File: config.mk
export PLATFORM = sky130hd
export DESIGN_NAME = spike_decoder
export DESIGN_NICKNAME = d
export VERILOG_FILES = /design/src/rtl/spike_decoder.sv
export SDC_FILE = /design/constraint.sdc
export NUM_CORES = 1
export LEC_CHECK = 0
export ABC_AREA = 1
export BUFFER_PORTS_ARGS = -buffer_cell sky130_fd_sc_hd__clkbuf_2
export CORE_UTILIZATION = 37
export DETAILED_ROUTE_END_ITERATION = 6
export GPL_TIMING_DRIVEN = 0
export PLACE_DENSITY = 0.65
export SLEW_MARGIN = 30
export SYNTH_ARGS = -nofsm -noshare
export SYNTH_HDL_FRONTEND = slang
export SYNTH_SLANG_ARGS = --single-unit
File: constraint.sdc
create_clock -name clk -period 4.35 [get_ports clk]
set_input_delay 0.87 -clock clk [delete_from_list [all_inputs] [get_ports clk]]
set_output_delay 0.87 -clock clk [all_outputs]
set_load 0.02 [all_outputs]
File: src/rtl/spike_decoder.sv
// spike_decoder
//   Clocked consumer for the spiking network's output layer. Every 4-phase
//   request/acknowledge handshake from each output neuron is completed. The
//   block counts spikes per neuron over a programmable window of clock cycles.
//   It then scans the counts and reports the neuron with the highest count.
//
// Ports
//   clk        : single clock, all state on the rising edge
//   rst        : asynchronous, active-low reset
//   req_out    : per-neuron spike requests (asynchronous to clk)
//   ack_out    : per-neuron acknowledges back to the output layer
//   start      : pulse that begins a classification window (accepted in IDLE only)
//   window_len : window length in cycles, sampled on an accepted start
//   busy       : high from an accepted start until done
//   done       : one-cycle pulse when winner/counts are valid
//   winner     : index of the neuron with the highest count (ties -> lowest index)
//   counts     : per-neuron saturating counts, neuron i at [i*cnt_size +: cnt_size]
module spike_decoder #(
  parameter  int neurons_out = 2,
  parameter  int cnt_size    = 8,
  parameter  int win_size    = 16,
  localparam int idx_size    = (neurons_out > 1) ? $clog2(neurons_out) : 1
) (
  input  logic                            clk,
  input  logic                            rst,
  input  logic [neurons_out-1:0]          req_out,
  output logic [neurons_out-1:0]          ack_out,
  input  logic                            start,
  input  logic [win_size-1:0]             window_len,
  output logic                            busy,
  output logic                            done,
  output logic [idx_size-1:0]             winner,
  output logic [neurons_out*cnt_size-1:0] counts
);

  typedef enum logic [1:0] {
    ST_IDLE = 2'd0,
    ST_RUN  = 2'd1,
    ST_SCAN = 2'd2,
    ST_DONE = 2'd3
  } state_t;

  localparam logic [cnt_size-1:0] CNT_MAX  = {cnt_size{1'b1}};
  localparam logic [idx_size-1:0] LAST_IDX = idx_size'(neurons_out - 1);

  state_t                   r_state;
  state_t                   w_state_nxt;
  logic [neurons_out-1:0]   r_sync1;
  logic [neurons_out-1:0]   r_sync2;
  logic [neurons_out-1:0]   r_ack;
  logic [neurons_out-1:0]   w_rise;
  logic [cnt_size-1:0]      r_count [neurons_out];
  logic [win_size-1:0]      r_timer;
  logic [idx_size-1:0]      r_scan_idx;
  logic [idx_size-1:0]      r_best_idx;
  logic [cnt_size-1:0]      r_best_cnt;
  logic [idx_size-1:0]      r_winner;
  logic                     r_busy;
  logic                     r_done;
  logic                     w_accept;

  assign w_accept = (r_state == ST_IDLE) && start;

  // The registered ack doubles as the channel state (0 = WAIT, 1 = ACKED), so
  // a WAIT->ACKED transition is exactly "synchronized req high, ack still low".
  assign w_rise = r_sync2 & ~r_ack;

  // Request synchronizers and per-channel handshake state; these run in every
  // top-level state so the network is never stalled.
  always_ff @(posedge clk or negedge rst) begin
    if (!rst) begin
      r_sync1 <= {neurons_out{1'b0}};
      r_sync2 <= {neurons_out{1'b0}};
      r_ack   <= {neurons_out{1'b0}};
    end else begin
      r_sync1 <= req_out;
      r_sync2 <= r_sync1;
      r_ack   <= r_sync2;
    end
  end

  // Top FSM state register.
  always_ff @(posedge clk or negedge rst) begin
    if (!rst) begin
      r_state <= ST_IDLE;
    end else begin
      r_state <= w_state_nxt;
    end
  end

  // Top FSM next-state logic.
  always_comb begin
    w_state_nxt = r_state;
    case (r_state)
      ST_IDLE: begin
        if (start) begin
          // A zero-length window skips counting entirely.
          if (window_len == {win_size{1'b0}}) begin
            w_state_nxt = ST_SCAN;
          end else begin
            w_state_nxt = ST_RUN;
          end
        end else begin
          w_state_nxt = ST_IDLE;
        end
      end
      ST_RUN: begin
        if (r_timer == win_size'(1)) begin
          w_state_nxt = ST_SCAN;
        end else begin
          w_state_nxt = ST_RUN;
        end
      end
      ST_SCAN: begin
        if (r_scan_idx == LAST_IDX) begin
          w_state_nxt = ST_DONE;
        end else begin
          w_state_nxt = ST_SCAN;
        end
      end
      ST_DONE: begin
        w_state_nxt = ST_IDLE;
      end
      default: begin
        w_state_nxt = ST_IDLE;
      end
    endcase
  end

  // Per-neuron saturating spike counters; cleared on an accepted start and
  // advanced only for acks that rise while the window is running.
  always_ff @(posedge clk or negedge rst) begin
    if (!rst) begin
      for (int i = 0; i < neurons_out; i++) begin
        r_count[i] <= {cnt_size{1'b0}};
      end
    end else begin
      for (int i = 0; i < neurons_out; i++) begin
        if (w_accept) begin
          r_count[i] <= {cnt_size{1'b0}};
        end else if ((r_state == ST_RUN) && w_rise[i] && (r_count[i] != CNT_MAX)) begin
          r_count[i] <= r_count[i] + cnt_size'(1);
        end else begin
          r_count[i] <= r_count[i];
        end
      end
    end
  end

  // Window timer, scan bookkeeping and registered result outputs.
  always_ff @(posedge clk or negedge rst) begin
    if (!rst) begin
      r_timer    <= {win_size{1'b0}};
      r_scan_idx <= {idx_size{1'b0}};
      r_best_idx <= {idx_size{1'b0}};
      r_best_cnt <= {cnt_size{1'b0}};
      r_winner   <= {idx_size{1'b0}};
      r_busy     <= 1'b0;
      r_done     <= 1'b0;
    end else begin
      r_done <= 1'b0;
      case (r_state)
        ST_IDLE: begin
          if (start) begin
            r_timer    <= window_len;
            r_scan_idx <= {idx_size{1'b0}};
            r_best_idx <= {idx_size{1'b0}};
            r_best_cnt <= {cnt_size{1'b0}};
            r_busy     <= 1'b1;
          end
        end
        ST_RUN: begin
          r_timer <= r_timer - win_size'(1);
        end
        ST_SCAN: begin
          // Strict comparison keeps the lowest index on ties.
          if (r_count[r_scan_idx] > r_best_cnt) begin
            r_best_idx <= r_scan_idx;
            r_best_cnt <= r_count[r_scan_idx];
          end
          r_scan_idx <= r_scan_idx + idx_size'(1);
        end
        ST_DONE: begin
          r_done   <= 1'b1;
          r_winner <= r_best_idx;
          r_busy   <= 1'b0;
        end
        default: begin
          r_busy <= 1'b0;
        end
      endcase
    end
  end

  assign ack_out = r_ack;
  assign busy    = r_busy;
  assign done    = r_done;
  assign winner  = r_winner;

  for (genvar g = 0; g < neurons_out; g++) begin : g_pack
    assign counts[g*cnt_size +: cnt_size] = r_count[g];
  end

endmodule

==> results of run 1 <==
cell type report:
class	count	area [sq um]
tap	105	131.4
fill	863	4599
inverter	61	234.0
clock buffer	6	82.58
multi-input combinational	330	1614
sequential	53	1326
clock inverter	2	37.54
buffer	9	46.29
timing repair buffer	42	227.7
worst register-to-register path, delay by kind of cell, from the launching register on:
kind          cells  cell delay, ns
flops             1            0.35
buf+inv           2            0.38
simple gates     11            1.08
fa+ha+maj         1            0.24
path summary, 6_finish.rpt:
kind,slack (ns),cells past startpoint,endpoint,start
max in group asynchronous,3.41,2,r_best_cnt[5]$_DFFE_PN0P_,rst
setup / recovery,2.20,14,r_best_cnt[0]$_DFFE_PN0P_,r_scan_idx$_DFFE_PN0P_
setup reg to reg,2.20,14,r_best_cnt[0]$_DFFE_PN0P_,r_scan_idx$_DFFE_PN0P_
hold reg to reg,0.36,0,r_sync2[0]$_DFF_PN0_,r_sync1[0]$_DFF_PN0_
min in group asynchronous,0.46,1,r_timer[6]$_DFFE_PN0P_,rst
hold / removal,0.36,0,r_sync2[0]$_DFF_PN0_,r_sync1[0]$_DFF_PN0_
synthesized netlist by cell type, drive strengths merged:
cell type    n  area (sq um)
nand2      158         608.1
inv         60         225.2
dfrtp       53          1326
nand3       43         220.2
nor2        43         178.9
o21ai       26         133.9
a21oi       13         68.82
ha          12         150.1
xor2         9         78.83
nor3         7         40.04
buf          6         35.03
nand4        6         37.54
o211ai       5         37.54
clkbuf       3         11.26
or2          2         12.51
a21o         1         7.510
a22oi        1         7.510
clkinv       1         8.760
o2111ai      1         8.760
o221ai       1         8.760
o22ai        1         6.260
xnor2        1         8.760
through the flow:
step	setup WS (ns)	util [%]	total power (W)	hold slack, ns	instances
CTS	2.193	44.58	0.001711	0.3577	608
global route	1.897	44.58	0.001844	0.3663	608
finish	2.197	44.58	0.001701	0.3556	608
floorplan	2.606	-	0.001163	0.3312	453
global placement	2.212	42.86	0.001327	0.3318	599
detailed placement	2.209	43.13	0.001346	0.3347	600
where the power goes:
part,internal [W],total (W),switching (W)
Combinational,0.000218,0.000593,0.000375
Clock,0.000187,0.000360,0.000173
Sequential,0.000604,0.000747,0.000144
kinds of logic (layout without fill, tap and decap cells):
logic type               Yosys count  count (layout)  share of synthesized area, %
flip-flops                        53              53                         41.18
adder cells (fa/ha/maj)           12              12                         4.662
AO/OA/AOI/OAI                     49              49                         8.664
buffers and inverters             70             120                         8.702
XOR/XNOR                          10              10                         2.720
AND/OR/NAND/NOR                  259             259                         34.07
flip-flops by register name, summed over array words and instances (netlist names), 2 cells and up:
register / cells
ack_out: 2
counts: 16
r_best_cnt: 8
r_state: 2
r_sync1: 2
r_sync2: 2
r_timer: 16
routing by layer:
| layer | part of all wire, % | vias up | track usage [%] |
|---|---|---|---|
| met5 | 0 | - | 0 |
| met4 | 0.85 | 0 | 4.167 |
| met3 | 5.0 | 5 | 2.951 |
| met2 | 46 | 69 | 30.65 |
| met1 | 48 | 1398 | 27.68 |
| li1 | - | 1532 | - |
==> impl_metrics.csv, run 1 <==
group,metric,value,unit
status,status,"complete, no violations",
timing,rsz0062_at_grt,"false",
timing,period_share,49.50,%
detailed_routing,routedWlPerCell,13.19,microns
cts,cts_setup_buffers,0,
power_and_ir_drop,peakVddDrop,167.5,uV
power_and_ir_drop,p_leak,1.977,nW
timing,period_needed,2.153,ns
floorplanning,coreArea,8299,sq um
detailed_routing,num_vias,3004,
floorplanning,die_w,95.30,microns
critical_path,cp_cell_sequence,"clkbuf_1 -> nand2_1 -> nand2_1 -> ha_1 -> nand2_1 -> inv_1 -> nand2_1 -> nand2_1 -> nand2_1 -> nand2_1 -> nand2_2 -> nand2_2 -> nand2_1 -> nand2_1",
synth,synth_cells,453,
run,cap_violations,0,
synth,synth_cell_types,33,
global_routing,grt_max_degree,35,
critical_path,cpLargestDelayFamily,"simple AND/OR/NAND/NOR gates",
timing,clock_skew,0.01034,ns
global_routing,grt_pass1_wl,13570,microns
min_path,hold_path_class,"flip-flop to flip-flop",
floorplanning,start_util,38.81,%
cts,htreeDepth,2,
critical_path,startpoint_type,"flip-flop",
detailed_routing,wirelength,8022,microns
detailed_routing,drtIter0Drc,176,
timing,maxSlewHeadroom,58.59,%
detailed_routing,avgViaCountPerCell,4.941,
floorplanning,die_h,95.30,microns
final_layout,stdcell_area,3700,sq um
placement,detailed_place.area,3580,sq um
critical_path,endpoint_kind,"flip-flop",
detailed_routing,remaining_drc_errors,0,
synth,syn_area_per_cell,7.109,sq um
critical_path,critPathMaxStageDelay,0.35,ns
floorplanning,ios,42,
global_routing,grtUsageTotal,19.33,%
cts,postCtsHoldBufs,0,
synth,synth.cell_area,3221,sq um
timing,worst_pin_slew,0.6211,ns
final_layout,insertedDiodeCount,0,
final_layout,mostFrequentLayoutCell,"nand2_1",
timing,finalHoldViolations,0,
synth,synth_warnings,0,
critical_path,cp_slowest_cell,"dfrtp_1",
global_routing,antenna_found_initial,0,
floorplanning,rows,33,
cts,clock_latency,0.31,ns
cts,clock_path_buffers,2,
synth,synth.yosys.seq_area_share,41.18,%
cts,cts_buffers,5,
cts,cts.sinks,53,
critical_path,timing.critical_path.mode_cell,"nand2_1",
final_layout,final_layout_size_suffix_gt1_share,14.12,%
synth,ys_ff_latch,53,
synth,syn-num-nets,486,
timing,fin_tns_setup,0,ns
critical_path,cp_data_arrival_time,2.35,ns
timing,setup_viol,0,
final_layout,finalNetCount,535,
critical_path,crit_fanout,10,
final_layout,areaGrowthSynthToFinish,14.88,%
cts,cts.repair.resized,0,
placement,numPortBuffers,41,
critical_path,crit_type,"flip-flop to flip-flop",
placement,dp_hpwl,6026,microns
placement,gp_congestion,0.8944,
global_routing,overflow,0,
timing,fmaxAchievable,464.4,MHz
cts,ctsRootBufferMaster,"clkbuf_8",
cts,path_clk_slew,0.11,ns
power_and_ir_drop,p_per_area,459.7,nW/um^2
global_routing,grt_pass1_vias,2773,
detailed_routing,first_pass_iters,4,
cts,cts_tree,"built",
critical_path,cp_data_required_time,4.55,ns
detailed_routing,ant_nets,0,
final_layout,final_cell_mix,"nand2_1 (154), inv_1 (59), dfrtp_1 (53)",
critical_path,cp_num_buf_inv,2,
floorplanning,dieArea,9081,sq um
timing,slew_viol_final,0,
Note: power is estimated with default switching activity, not from simulation.
==> run 2: changes to the inputs <==
ABC_AREA = 0   (was 1)
PLACE_DENSITY = 0.68   (was 0.65)
clock period = 1.9 ns   (was 4.35 ns; I/O delays follow)
==> run 2 against run 1 <==
The run now ends with setup timing left. Die area is 9.8% lower. First-iteration DRC count is 31% lower. Wire length is 9.1% lower. Setup slack worse by 2.6 ns. Critical path depth is 5 lower. Core utilization is 4.4 points higher. Synthesized area is 10% lower. Non-clock buffer count is 9 higher. Cell count is 25% lower. Combinational power grew to 4.6 times the previous value. Register-to-register slack worse by 2.6 ns. Critical endpoint is now r_best_cnt[4]$_DFFE_PN0P_.
==> impl_metrics.csv, run 2 <==
group,metric,value,unit
status,status,"finished with violations",
status,violations,"setup timing",
synth,netlist.area_leader.share,45.75,%
synth,synthMuxAreaShare,7.898,%
detailed_routing,wirelength,7295,microns
detailed_routing,routedWlPerCell,16.00,microns
synth,synth_commonest_cells,"dfrtp_1 (53), nor2_1 (41), nand2_1 (24)",
floorplanning,ios,42,
cts,cts_buffers,5,
power_and_ir_drop,switching_share,44.77,%
synth,synthFlopType,"dfrtp_1",
critical_path,ff2ff_setup_slack,-0.40,ns
floorplanning,die_h,90.52,microns
timing,setup_viol,9,
synth,synth_cells,296,
power_and_ir_drop,peakVddDrop,1074,uV
synth,syn_area_per_cell,9.794,sq um
detailed_routing,drtIter0Drc,122,
floorplanning,dieArea,8193,sq um
global_routing,grt_pass1_wl,12180,microns
timing,worst_pin_slew,0.7344,ns
placement,gp_congestion,0.8566,
timing,fmaxAchievable,434.7,MHz
power_and_ir_drop,p_switching,0.002488,W
critical_path,cp_slowest_cell,"dfrtp_1",
final_layout,multiInputGateArea,1673,sq um
synth,synth.cell_area,2899,sq um
synth,synth_warnings,0,
power_and_ir_drop,p_total,0.005556,W
synth,syn-num-nets,329,
cts,htreeDepth,2,
cts,clock_path_buffers,2,
synth,synth_area_leader_cell,"dfrtp_1",
final_layout,mostFrequentLayoutCell,"dfrtp_1",
final_layout,insertedDiodeCount,0,
detailed_routing,num_vias,2479,
synth,async_reset_ff_share,100.0,%
final_layout,stdcell_area,3632,sq um
placement,placed_cells,436,
detailed_routing,first_pass_iters,4,
power_and_ir_drop,comb_power_share,48.9,%
placement,dp_hpwl,5016,microns
power_and_ir_drop,clock_power_share,12.6,%
global_routing,antenna_found_initial,0,
synth,synth.area.top_cells,"dfrtp_1 (46%), mux2_2 (5.8%), nor2_1 (5.3%), ha_1 (5.2%), nand2_1 (3.1%)",
cts,cts_tree,"built",
run,cap_violations,0,
timing,period_share,121.1,%
global_routing,grt_max_degree,54,
timing,rsz0062_at_grt,"true",
detailed_routing,remaining_drc_errors,0,
detailed_routing,avgViaCountPerCell,5.436,
synth,synth_edf_count,0,
synth,synthAdderAreaFrac,5.179,%
global_routing,overflow,0,
synth,yosys.area_share.simple,21.06,%
critical_path,startpoint_type,"flip-flop",
detailed_routing,ant_nets,0,
critical_path,cpLargestDelayFamily,"multiplexers",
global_routing,grt_pass1_vias,2449,
floorplanning,start_util,39.13,%
timing,period_needed,2.301,ns
synth,synth.yosys.seq_area_share,45.75,%
synth,synth_compound_area_share,12.60,%
critical_path,cp_data_arrival_time,2.51,ns
synth,yosysMostFrequentCell,"dfrtp_1",
final_layout,finalNonFillerCells,456,
placement,detailed_place.area,3282,sq um
final_layout,fill_cells,687,
critical_path,crit_fanout,6,
critical_path,crit_type,"flip-flop to flip-flop",
timing,timing.final.ws_setup,-0.4007,ns
power_and_ir_drop,p_per_area,1530,nW/um^2
floorplanning,rows,31,
timing,slew_viol_final,0,
timing,maxSlewHeadroom,51.04,%
cts,cts.sinks,53,
final_layout,areaGrowthSynthToFinish,25.29,%
cts,ctsRootBufferMaster,"clkbuf_8",
final_layout,final_layout_size_suffix_gt1_share,31.37,%
synth,synth_cell_types,47,
power_and_ir_drop,p_leak,1.602,nW
critical_path,cp_data_required_time,2.11,ns
critical_path,endpoint_kind,"flip-flop",
cts,clock_latency,0.32,ns
critical_path,cp_cell_sequence,"buf_8 -> buf_6 -> mux2_4 -> ha_4 -> a211oi_2 -> nor2_2 -> o31ai_4 -> buf_6 -> mux2_4",
synth,ys_ff_latch,53,
critical_path,critPathMaxStageDelay,0.42,ns
placement,numPortBuffers,41,
floorplanning,coreArea,7408,sq um
timing,finalHoldViolations,0,
final_layout,finalNetCount,389,
synth,synth_top_family_by_area,"simple AND/OR/NAND/NOR gates",
min_path,hold_path_class,"input pin to asynchronous set/reset pin",
final_layout,final_cell_mix,"dfrtp_1 (51), clkbuf_2 (40), nor2_1 (39)",
final_layout,seq_area,1329,sq um
cts,postCtsHoldBufs,0,
power_and_ir_drop,p_int,0.003069,W
timing,clock_skew,0.005811,ns
floorplanning,die_w,90.52,microns
critical_path,cp_num_buf_inv,3,
synth,synth-xor-area-share,4.532,%
global_routing,grtUsageTotal,18.56,%
power_and_ir_drop,p_seq_share,38.5,%
cts,path_clk_slew,0.11,ns
==> run 2: cell families after synthesis <==
logic type / count (synthesis)
xor gates and xnor gates: 15
AOI/OAI and AO/OA: 55
buffers and inverters: 23
muxes: 21
DFF: 53
and+or+nand+nor: 117
adders and majority gates: 12
==> run 2: power by group through the flow <==
stage	clock network [W]	registers (W)	logic, W
2_1_floorplan	0	0.00218	0.00151
3_5_place_dp	0	0.00211	0.00231
4_1_cts	0.000714	0.00210	0.00247
3_3_place_gp	0	0.00209	0.00224
6_report	0.000700	0.00214	0.00272
5_1_grt	0.000770	0.00221	0.00301
==> run 2: metrics by stage <==
step | hold slack, ns | setup TNS [ns] | util [%] | worst slack (ns)
CTS | 0.1556 | -4.545 | 47.27 | -0.5231
detailed placement | 0.3379 | -8.886 | 44.30 | -0.6521
global placement | 0.3340 | -8.567 | 44.27 | -0.6370
global route | 0.1437 | -4.244 | 49.03 | -0.4786
floorplan | 0.08441 | -3.273 | - | -0.4145
finish | 0.1300 | -3.436 | 49.03 | -0.4007
==> run 2: cell type report <==
| type | instances | share of cell area (%) |
|---|---|---|
| timing repair buffer | 53 | 8.508 |
| multi-input combinational | 220 | 46.06 |
| buffer | 7 | 1.102 |
| clock buffer | 5 | 1.895 |
| sequential | 53 | 36.58 |
| tap | 99 | 3.410 |
| clock inverter | 3 | 0.7923 |
| inverter | 16 | 1.653 |
==> run 2: path summary, 6_finish.rpt <==
kind / start / endpoint / cells past startpoint
max: r_scan_idx$_DFFE_PN0P_ / r_best_cnt[4]$_DFFE_PN0P_ / 9
min: rst / r_timer[6]$_DFFE_PN0P_ / 1
max reg2reg: r_scan_idx$_DFFE_PN0P_ / r_best_cnt[4]$_DFFE_PN0P_ / 9
min reg2reg: r_sync1[1]$_DFF_PN0_ / r_sync2[1]$_DFF_PN0_ / 0
max in group asynchronous: rst / counts[8]$_DFFE_PN0P_ / 1
min in group clk: req_out[0] / r_sync1[0]$_DFF_PN0_ / 1
==> run 2: repair_timing <==
item                       CTS  global route
pin swaps                    4             9
setup buffers                9             3
setup endpoints to repair   24            33
resized for setup           14            25
gates cloned                 0             0
==> run 2: metal layers <==
layer  GRT usage [%]  up-vias  share of wire, %
met1           26.14     1210                47
li1                -     1186                 -
met3           3.620       13               5.3
met5               0        -                 0
met4           5.242        0               1.8
met2           28.85       70                46
